`src/rtl/hazard_control_unit.sv`:
```
// hazard_control_unit: pipeline hold/flush sequencer resolving load-use, branch and memory-wait hazards,
// with a sticky wait-timeout flag and saturating stall/flush counters.
module hazard_control_unit #(
    parameter int CNT_WIDTH    = 32,
    parameter int WAIT_TIMEOUT = 255
) (
    input  logic                 CLK,
    input  logic                 RST,
    input  logic [4:0]           RS1_D,
    input  logic [4:0]           RS2_D,
    input  logic [4:0]           RD_E,
    input  logic                 Mem_Read_E,
    input  logic                 Branch_Taken_E,
    input  logic                 IMem_Ready,
    input  logic                 DMem_Req_M,
    input  logic                 DMem_Ready,
    output logic                 Stall_F,
    output logic                 Stall_En,
    output logic                 Flush_D,
    output logic                 Flush_E,
    output logic                 Freeze,
    output logic                 Mem_Timeout,
    output logic [CNT_WIDTH-1:0] Stall_Cycles,
    output logic [CNT_WIDTH-1:0] Flush_Count
);
    typedef enum logic [1:0] {START, RUN, IMEM_WAIT, DMEM_WAIT} state_t;
    state_t state, state_nx;
    logic flush_pending, dmem_wait, load_use, waiting;
    logic [7:0] wait_cnt;
    logic [8:0] wait_inc;
    assign dmem_wait = DMem_Req_M & ~DMem_Ready;
    assign load_use  = Mem_Read_E & (RD_E != 5'd0) & ((RD_E == RS1_D) | (RD_E == RS2_D));
    assign waiting   = (state_nx == IMEM_WAIT) | (state_nx == DMEM_WAIT);
    assign wait_inc  = {1'b0, wait_cnt} + 9'd1;
    always_ff @(posedge CLK or negedge RST)
        if (!RST) state <= START;
        else state <= state_nx;
    always_comb
        state_nx = (state == START) ? RUN : dmem_wait ? DMEM_WAIT : !IMem_Ready ? IMEM_WAIT : RUN;
    // A pending flush kills the wrong-path fetch on its ready cycle, ahead of any load-use stall.
    always_comb begin
        {Stall_F, Stall_En, Flush_D, Flush_E, Freeze} = 5'b0;
        if (state == START) {Stall_F, Flush_D, Flush_E} = 3'b111;
        else if (dmem_wait) {Stall_F, Stall_En, Freeze} = 3'b111;
        else if (Branch_Taken_E) {Flush_D, Flush_E} = 2'b11;
        else if (flush_pending & IMem_Ready) Flush_D = 1'b1;
        else if (load_use) {Stall_F, Stall_En, Flush_E} = 3'b111;
        else if (!IMem_Ready) {Stall_F, Flush_D} = 2'b11;
    end
    always_ff @(posedge CLK or negedge RST)
        if (!RST) begin
            flush_pending <= 1'b0;
            wait_cnt      <= 8'd0;
            Mem_Timeout   <= 1'b0;
            Stall_Cycles  <= '0;
            Flush_Count   <= '0;
        end else begin
            if (!dmem_wait)
                flush_pending <= IMem_Ready ? 1'b0 : flush_pending | (Branch_Taken_E & (state == IMEM_WAIT));
            wait_cnt <= !waiting ? 8'd0 : wait_inc[8] ? wait_cnt : wait_inc[7:0];
            if (waiting && wait_inc >= 9'(WAIT_TIMEOUT)) Mem_Timeout <= 1'b1;
            if (Stall_En && !(&Stall_Cycles)) Stall_Cycles <= Stall_Cycles + CNT_WIDTH'(1);
            if (Flush_D && !(&Flush_Count)) Flush_Count <= Flush_Count + CNT_WIDTH'(1);
        end
endmodule

```
`config.mk`:
```
export PLATFORM = sky130hd
export DESIGN_NAME = hazard_control_unit
export DESIGN_NICKNAME = d
export VERILOG_FILES = /design/src/rtl/hazard_control_unit.sv
export SDC_FILE = /design/constraint.sdc
export NUM_CORES = 1
export LEC_CHECK = 0
export BUFFER_PORTS_ARGS = -buffer_cell sky130_fd_sc_hd__buf_2
export CORE_MARGIN = 10
export CORE_UTILIZATION = 57
export CTS_CLUSTER_DIAMETER = 200
export DETAILED_ROUTE_END_ITERATION = 8
export GPL_TIMING_DRIVEN = 0
export PLACE_DENSITY = 0.95
export SYNTH_ARGS = -nofsm -noshare
export SYNTH_HDL_FRONTEND = slang
export SYNTH_SLANG_ARGS = --single-unit
```
`constraint.sdc`:
```
create_clock -name CLK -period 3.21 [get_ports CLK]
set_clock_uncertainty 0.1 [all_clocks]
set_input_delay 0.4815 -clock CLK [delete_from_list [all_inputs] [get_ports CLK]]
set_output_delay 0.4815 -clock CLK [all_outputs]
set_load 0.02 [all_outputs]
```
# Word level (Yosys, flattened, before mapping)
# Index checks and enable logic that the tools add are counted.
dict set report word_totals {
  output_inout_bits 70
  mem_count 0
  reg_bits 76
  elab_cells 61
  rom_bits 0
  ram_bits 0
  latch_bits 0
}
dict set report classes {
  n_div 0
  n_shift 0
  order_cmp 1
  n_reduce_logical 9
  n_mul 0
  eq_ne 6
  n_mux 27
  bitwise 9
  addsub 3
}
# cell n
set op_table {}
lappend op_table {{adder 32 x 1 -> 32 bit, second input constant} 2}
lappend op_table {{AND reduction 32 bit} 2}
lappend op_table {{2-to-1 mux 1 bit} 22}
lappend op_table {{2-to-1 mux 8 bit} 2}
lappend op_table {{equality test 5 bit} 2}
lappend op_table {{adder 8 x 1 -> 9 bit, second input constant} 1}
lappend op_table {{>= comparator 9 x 8 -> 1 bit, second input constant} 1}
lappend op_table {{equality test 2 bit, second input constant} 3}
lappend op_table {{2-to-1 mux 2 bit} 3}
lappend op_table {{AND 1 bit} 5}
lappend op_table {{nonzero test 5 bit} 1}
lappend op_table {{logical AND 1 bit} 3}
lappend op_table {{bitwise OR 1 bit} 3}
lappend op_table {{logical NOT 1 bit} 2}
lappend op_table {{logical NOT 2 bit} 1}
lappend op_table {{!= test 2 bit, second input constant} 1}
lappend op_table {{NOT 1 bit} 1}

# Depth between registers and ports, before layout
# Gate-level depths: netlist (run 1).
dict set report logic_depth {
  depth_word 9
  mapped_depth 10
}

# Worst setup path after synthesis (run 1)
# Ideal clock, no wire load.
dict set report synth_path {
  path_kind {input -> output}
  start {input RD_E[1]}
  end {output Stall_F}
  t_arrival_ns 1.727
  stages 5
  path_slack_ns 0.901
  required_ns 2.628
  cell_sequence {or4_1 -> o21a_1 -> nand3b_1 -> a21oi_1 -> or3_1}
}
dict set report synth_between {
  elab_chain_len 8
  elab_cells_between_ends 11
  cone_classes {2 x eq/ne; 5 x mux; 3 x bitwise; 1 x reduce/logical}
}
# item line_no
set synth_rtl {}
lappend synth_rtl {{from (decl)} 11} ;# input logic [4:0] RD_E,
lappend synth_rtl {{equality test 5 bit or nonzero test 5 bit (tied branches)} 32} ;# assign load_use = Mem_Read_E & (RD_E != 5'd0) & ((RD_E == RS1_D) | (RD_E == RS2_D));
lappend synth_rtl {{bitwise OR 1 bit or AND 1 bit (tied branches)} 32}
lappend synth_rtl {{AND 1 bit (*)} 32}
lappend synth_rtl {{2-to-1 mux 1 bit (*)} 47} ;# else if (load_use) {Stall_F, Stall_En, Flush_E} = 3'b111;
lappend synth_rtl {{2-to-1 mux 1 bit (*)} 46} ;# else if (flush_pending & IMem_Ready) Flush_D = 1'b1;
lappend synth_rtl {{2-to-1 mux 1 bit (*)} 45} ;# else if (Branch_Taken_E) {Flush_D, Flush_E} = 2'b11;
lappend synth_rtl {{2-to-1 mux 1 bit (*)} 44} ;# else if (dmem_wait) {Stall_F, Stall_En, Freeze} = 3'b111;
lappend synth_rtl {{2-to-1 mux 1 bit (*)} 43} ;# if (state == START) {Stall_F, Flush_D, Flush_E} = 3'b111;
lappend synth_rtl {{to (decl)} 17} ;# output logic Stall_F,
# Every way passes the cells marked *; elsewhere a longest branch is shown, timed or not.

# Worst setup path after layout (run 1)
dict set report layout_path {
  start {register Stall_Cycles[6]}
  end {register Stall_Cycles[8]}
}
dict set report layout_between {
  elab_chain_len 3
  elab_cells_between_ends 4
  cone_classes {1 x add/sub; 3 x reduce/logical}
}
# item line_no
set layout_rtl {}
lappend layout_rtl {{from (decl)} 23} ;# output logic [CNT_WIDTH-1:0] Stall_Cycles,
lappend layout_rtl {{from (signal assigned)} 62} ;# if (Stall_En && !(&Stall_Cycles)) Stall_Cycles <= Stall_Cycles + CNT_WIDTH'(1);
lappend layout_rtl {{branches (longest 3 deep; another with adder 32 x 1 -> 32 bit)} -}
# Several ways; the timed one is not identified.
# A chain may end at the register's enable or synchronous reset.

==> results.cfg, run 1 <==
[run_status]
status = completed

[die]
die_height_um = 100.9
die_w_um = 100.9
dieArea_sq_mm = 0.01018
start_util = 0.5878
rows = 29
coreArea_sq_mm = 0.006350
io-pin-count = 92

[cts]
post-cts-setup-buffer-count = 0
clkTransAtPathRegs_ns = 0.08
htreeDepth = 3
ctsHoldBuffers = 1
cts_tree = built
clockBufferDepth = 2
cts_sinks = 76
cts_buffers = 9
cts_resized = 0
clk_latency_ns = 0.35
root_buffer = clkbuf_8

[route]
drt_iter0_drc = 189
via_per_inst = 5.661
dr_wl_met3_um = 559
via_count = 3085
antenna_left = 0
routed.top_layer = met4
wl_met2_mm = 4.914
wl_per_cell_um = 17.22
routed_wl_mm = 9.383
drt_first_pass_iters = 4
drc_errors = 0
m1WireLength_mm = 3.693

[timing]
worstMarginPinSlew_ns = 0.5963
post-route-period-util = 0.8268
drv_slew = 0
fmax_ghz = 0.3768
finalSetupTns_ns = 0
setup_viol = 0
hold_viol_final = 0
period_needed_ns = 2.654
hold-worst-slack_ns = 0.2906
relSlewSlack = 0.5988
rsz0062_at_grt = no

[synthesis]
synth_area_sq_mm = 0.003732
synth_area_leader_cell = dfrtp_1
async_flop_share = 1.000
synth_top_cell_area_share = 0.5096
syn-num-nets = 384
syn_inst = 358
synth-edff-count = 0
synth_seq_area_share = 0.5096
ys_ff_latch = 76
yosys-top-cells-area = dfrtp_1 (51%), xnor2_1 (15%), nand3_1 (4.3%)
yosysWarnings = 0
ys.flop_type = dfrtp_1
syn_avg_cell_area_sq_um = 10.43
yosys.cell_types.count = 39

[final_layout]
final_cell_mix = buf_2 (94), dfrtp_1 (76), xnor2_1 (65)
final_nets = 488
area_growth_pct = 21.35
stdcell_area_sq_mm = 0.004529
layout_commonest_cell = buf_2
layout-drive-gt1-share = 0.2484

[critical_path]
rr_worst_depth = 8
path_depth = 8
setup.worst_path.start = Stall_Cycles[6]
worstSetupPathType = flip-flop to flip-flop
worst_path_largest_cell_delay_ns = 0.45
r2r_slack_ns = 0.56
crit_slowest_cell = dfrtp_1
required_ns = 3.34
reg2reg_to = Stall_Cycles[8]
worstPathCellList = and4_1 -> and3_1 -> and2_1 -> and4_1 -> a22oi_1 -> buf_2 -> nand4_1 -> xnor2_1
cpMostUsedCell = and4_1
cp_top_family = simple AND/OR/NAND/NOR gates
r2r_start = Stall_Cycles[6]
arrival_ns = 2.78
worstSetupEndpoint = Stall_Cycles[8]
critPathBufInv = 1
critPathLaunchType = flip-flop
cp_max_fo = 10
end_kind = flip-flop

[power]
power.density_mw_per_mm2 = 520.5
sw_frac_of_total = 0.3096
p_leak_nw = 2.239
power.internal_w = 0.001627
pwr-share-comb = 0.194
clock_power_share = 0.317
pwr-share-seq = 0.489
vdd_drop_max_v = 0.0004493
p_sw_w = 0.0007299

[placed_design]
placed_area_sq_mm = 0.004314
gp_congestion = 0.8301
dp_hpwl_mm = 6.961
portBuffers = 91

[global_routing]
grt_pass1_vias = 3145
grt_overflow = 0
antenna_found_initial = 1
grt_pass1_wl_mm = 14.76
grt_use_total = 0.1786
grt_max_degree = 71

[run]
drv_cap = 0

[min_path]
hp-class = input port to flip-flop
==> sequential cells by signal, summed over array words and instances, names as in the netlist <==
signal and count:
wait_cnt 8, Mem_Timeout 1, state 2, flush_pending 1
Stall_Cycles 32, Flush_Count 32
==> final cells by class <==
class                           instances  area (sq um)
Antenna cell                            1         2.502
Buffer                                  9         42.54
Clock buffer                           12         155.1
Clock inverter                          4         47.55
Fill cell                             443          1821
Inverter                                7         26.28
Multi-Input combinational cell        266          1762
Sequential cell                        76          1902
Tap cell                               77         96.34
Timing Repair Buffer                   93         495.5
==> power by group through the flow <==
stage	Sequential (W)	Clock (W)	Combinational (W)
2_1_floorplan	0.00124	0	0.000192
3_3_place_gp	0.00116	0	0.000439
3_5_place_dp	0.00117	0	0.000463
4_1_cts	0.00115	0.000751	0.000466
5_1_grt	0.00117	0.000805	0.000506
6_report	0.00115	0.000747	0.000458
==> worst min-delay path by stage <==
stage	start	to	cells past startpoint
after global routing	IMem_Ready	flush_pending	2
after floorplan	RST	Flush_Count[0]	0
after global placement	Mem_Timeout	Mem_Timeout	1
final	IMem_Ready	flush_pending	2
after CTS	IMem_Ready	flush_pending	2
after detailed placement	RST	Stall_Cycles[8]	1
==> worst register-to-register path, stage by stage, from the launching register on <==
cell	delay, ns
dfrtp_1	0.45
and4_1	0.25
and3_1	0.22
and2_1	0.21
and4_1	0.23
a22oi_1	0.41
buf_2	0.32
nand4_1	0.17
xnor2_1	0.18
==> cell families after synthesis <==
logic type,Yosys count,share of synthesized area
and+or+nand+nor,159,0.2316
AOI/OAI and AO/OA,25,0.04257
muxes,2,0.006034
xor gates and xnor gates,76,0.1783
DFF,76,0.5096
adders and majority gates,4,0.01341
buffers and inverters,16,0.01844
==> synth_stat cells (5+ instances only) <==
master / number
and4_1: 6
xor2_1: 11
inv_1: 7
nor3_1: 5
nand3_1: 32
a21oi_1: 7
nand2_1: 37
dfrtp_1: 76
xnor2_1: 65
nor2_1: 14
and3_1: 20
nand4_1: 21
and2_1: 7
==> metrics by stage <==
| step | util | power, W | instances | setup WS, ns |
|---|---|---|---|---|
| detailed placement | 0.6794 | 0.001632 | 527 | 0.4265 |
| finish | 0.7133 | 0.002357 | 545 | 0.5560 |
| global route | 0.7133 | 0.002479 | 545 | 0.4225 |
| CTS | 0.7129 | 0.002369 | 544 | 0.5928 |
| global placement | 0.6747 | 0.001601 | 526 | 0.5771 |
| floorplan | - | 0.001435 | 358 | 0.9014 |
==> metal layers <==
layer / track usage / vias to the layer above
met5: 0 / -
met4: 0.09110 / 0
met3: 0.03909 / 21
met2: 0.3096 / 86
met1: 0.2010 / 1522
li1: - / 1456
Note: power is estimated with default switching activity, not from simulation.
==> run 2, diff against run 1 <==
--- a/config.mk
+++ b/config.mk
@@ -7,11 +7,11 @@
 export LEC_CHECK = 0
 export BUFFER_PORTS_ARGS = -buffer_cell sky130_fd_sc_hd__buf_2
 export CORE_MARGIN = 10
-export CORE_UTILIZATION = 57
+export CORE_UTILIZATION = 48
 export CTS_CLUSTER_DIAMETER = 200
 export DETAILED_ROUTE_END_ITERATION = 8
 export GPL_TIMING_DRIVEN = 0
-export PLACE_DENSITY = 0.95
+export PLACE_DENSITY = 0.86
 export SYNTH_ARGS = -nofsm -noshare
 export SYNTH_HDL_FRONTEND = slang
 export SYNTH_SLANG_ARGS = --single-unit
==> constraint.sdc (replaced) <==
create_clock -name CLK -period 2.4 [get_ports CLK]
set_clock_uncertainty 0.1 [all_clocks]
set_input_delay 0.36 -clock CLK [delete_from_list [all_inputs] [get_ports CLK]]
set_output_delay 0.36 -clock CLK [all_outputs]
set_load 0.02 [all_outputs]
==> results.cfg, run 2 (synthesized netlist as in run 1, its figures left out) <==
[run_status]
status = completed

[timing]
hold-worst-slack_ns = 0.1792
period_needed_ns = 2.362
drv_slew = 0
setup_viol = 0
hold_viol_final = 0
rsz0062_at_grt = yes
relSlewSlack = 0.6808
post-route-period-util = 0.9843
worstMarginPinSlew_ns = 0.4787
fmax_ghz = 0.4233

[global_routing]
grt_max_degree = 71
grt_pass1_vias = 3150
grt_use_total = 0.1591
antenna_found_initial = 0
grt_overflow = 0
grt_pass1_wl_mm = 15.29

[critical_path]
worstSetupPathType = input port to output port
crit_slowest_cell = or4_4
required_ns = 1.94
cp_max_fo = 3
critPathLaunchType = input port
worst_path_largest_cell_delay_ns = 0.51
end_kind = output port
worstPathCellList = buf_8 -> or4_4 -> o21a_1 -> nand3b_1 -> a21oi_1 -> or3_4 -> buf_6
arrival_ns = 1.90

[route]
wl_per_cell_um = 16.11
via_count = 3130
drc_errors = 0
routed_wl_mm = 9.343
drt_first_pass_iters = 4
drt_iter0_drc = 219
via_per_inst = 5.397
antenna_left = 0

[power]
power.density_mw_per_mm2 = 672.7
p_leak_nw = 2.305
vdd_drop_max_v = 0.0006612

[cts]
root_buffer = clkbuf_8
clk_latency_ns = 0.34
htreeDepth = 3
clkTransAtPathRegs_ns = 0.08
cts_tree = built
clockBufferDepth = 2
cts_buffers = 9
cts_sinks = 76

[min_path]
hp-class = input port to flip-flop

[run]
drv_cap = 0

[final_layout]
layout.cells.non_filler = 580
layout_commonest_cell = buf_2
area_growth_pct = 27.02
final_nets = 499
layout-drive-gt1-share = 0.2992
final_cell_mix = buf_2 (90), dfrtp_1 (73), xnor2_1 (65)
stdcell_area_sq_mm = 0.004741
reg.largest.list = Flush_Count (32), Stall_Cycles (32), wait_cnt (8)
n_antenna_cell = 0

[die]
die_w_um = 108.2
dieArea_sq_mm = 0.01170
rows = 32
coreArea_sq_mm = 0.007647
io-pin-count = 92
die_height_um = 108.2
start_util = 0.4881

[placed_design]
portBuffers = 91
placed_area_sq_mm = 0.004345
gp_congestion = 0.9025
dp_hpwl_mm = 6.830
dp_cells = 552
[run 2: cell count changes in the layout (fill, tap and decap cells not counted), moves of 3 or more]
cell	change
buf_2	-4
dfrtp_2	+3
dfrtp_1	-3
buf_6	+4
buf_4	+10
[run 2: critical path, delay by kind of cell]
kind	cells	cell delay (ns)
AOI/OAI and AO/OA	2	0.31
buffers and inverters	2	0.24
and+or+nand+nor	3	0.99
[run 2: metal layers]
metal | vias up | routed length [um] | global-route usage
met5 | - | 0 | 0
met4 | 0 | 89 | 0.05344
met3 | 6 | 603 | 0.04581
met2 | 87 | 4850 | 0.2810
met1 | 1555 | 3799 | 0.1797
li1 | 1482 | - | -
[run 2: power breakdown]
part | leakage [nW] | switching [W] | internal, W
combinational | 1.19 | 0.000370 | 0.000269
sequential | 1.02 | 0.000144 | 0.00140
clock | 0.0995 | 0.000491 | 0.000518
[run 2: path summary, 6_finish.rpt]
| path | from | endpoint | slack [ns] | cells past startpoint |
|---|---|---|---|---|
| setup / recovery | RD_E[4] | Stall_F | 0.04 | 7 |
| hold / removal | IMem_Ready | flush_pending | 0.18 | 2 |
| setup reg to reg | Stall_Cycles[0] | Stall_Cycles[11] | 0.09 | 9 |
| hold reg to reg | Mem_Timeout | Mem_Timeout | 0.36 | 1 |
| max in group asynchronous | RST | Flush_Count[4] | 1.34 | 3 |
| min in group asynchronous | RST | Stall_Cycles[7] | 0.30 | 2 |
[run 2: timing repair]
| item | in CTS | in global routing |
|---|---|---|
| setup buffers | 0 | 10 |
| hold endpoints to repair | 22 | 0 |
| gates cloned | 0 | 1 |
| gates resized for setup | 5 | 22 |
| setup endpoints to repair | 31 | 40 |
| pin swaps | 1 | 10 |
| hold buffers | 1 | 0 |
[run 2: metrics by stage]
step	util	power, W	TNS [ns]	worst slack, ns
floorplan	-	0.001919	0	0.1124
global placement	0.5643	0.002135	-2.427	-0.1410
detailed placement	0.5682	0.002173	-5.557	-0.2505
CTS	0.5995	0.003195	0	0.01336
global route	0.6199	0.003368	-0.1952	-0.05011
finish	0.6199	0.003189	0	0.03765
[run 2: final cells by class]
type / instances / area [sq um]
Buffer: 9 / 55.05
Timing Repair Buffer: 104 / 598.1
Clock inverter: 6 / 71.32
Multi-Input combinational cell: 266 / 1819
Inverter: 7 / 26.28
Sequential cell: 76 / 1906
Clock buffer: 10 / 137.6
Tap cell: 102 / 127.6
Fill cell: 622 / 2907
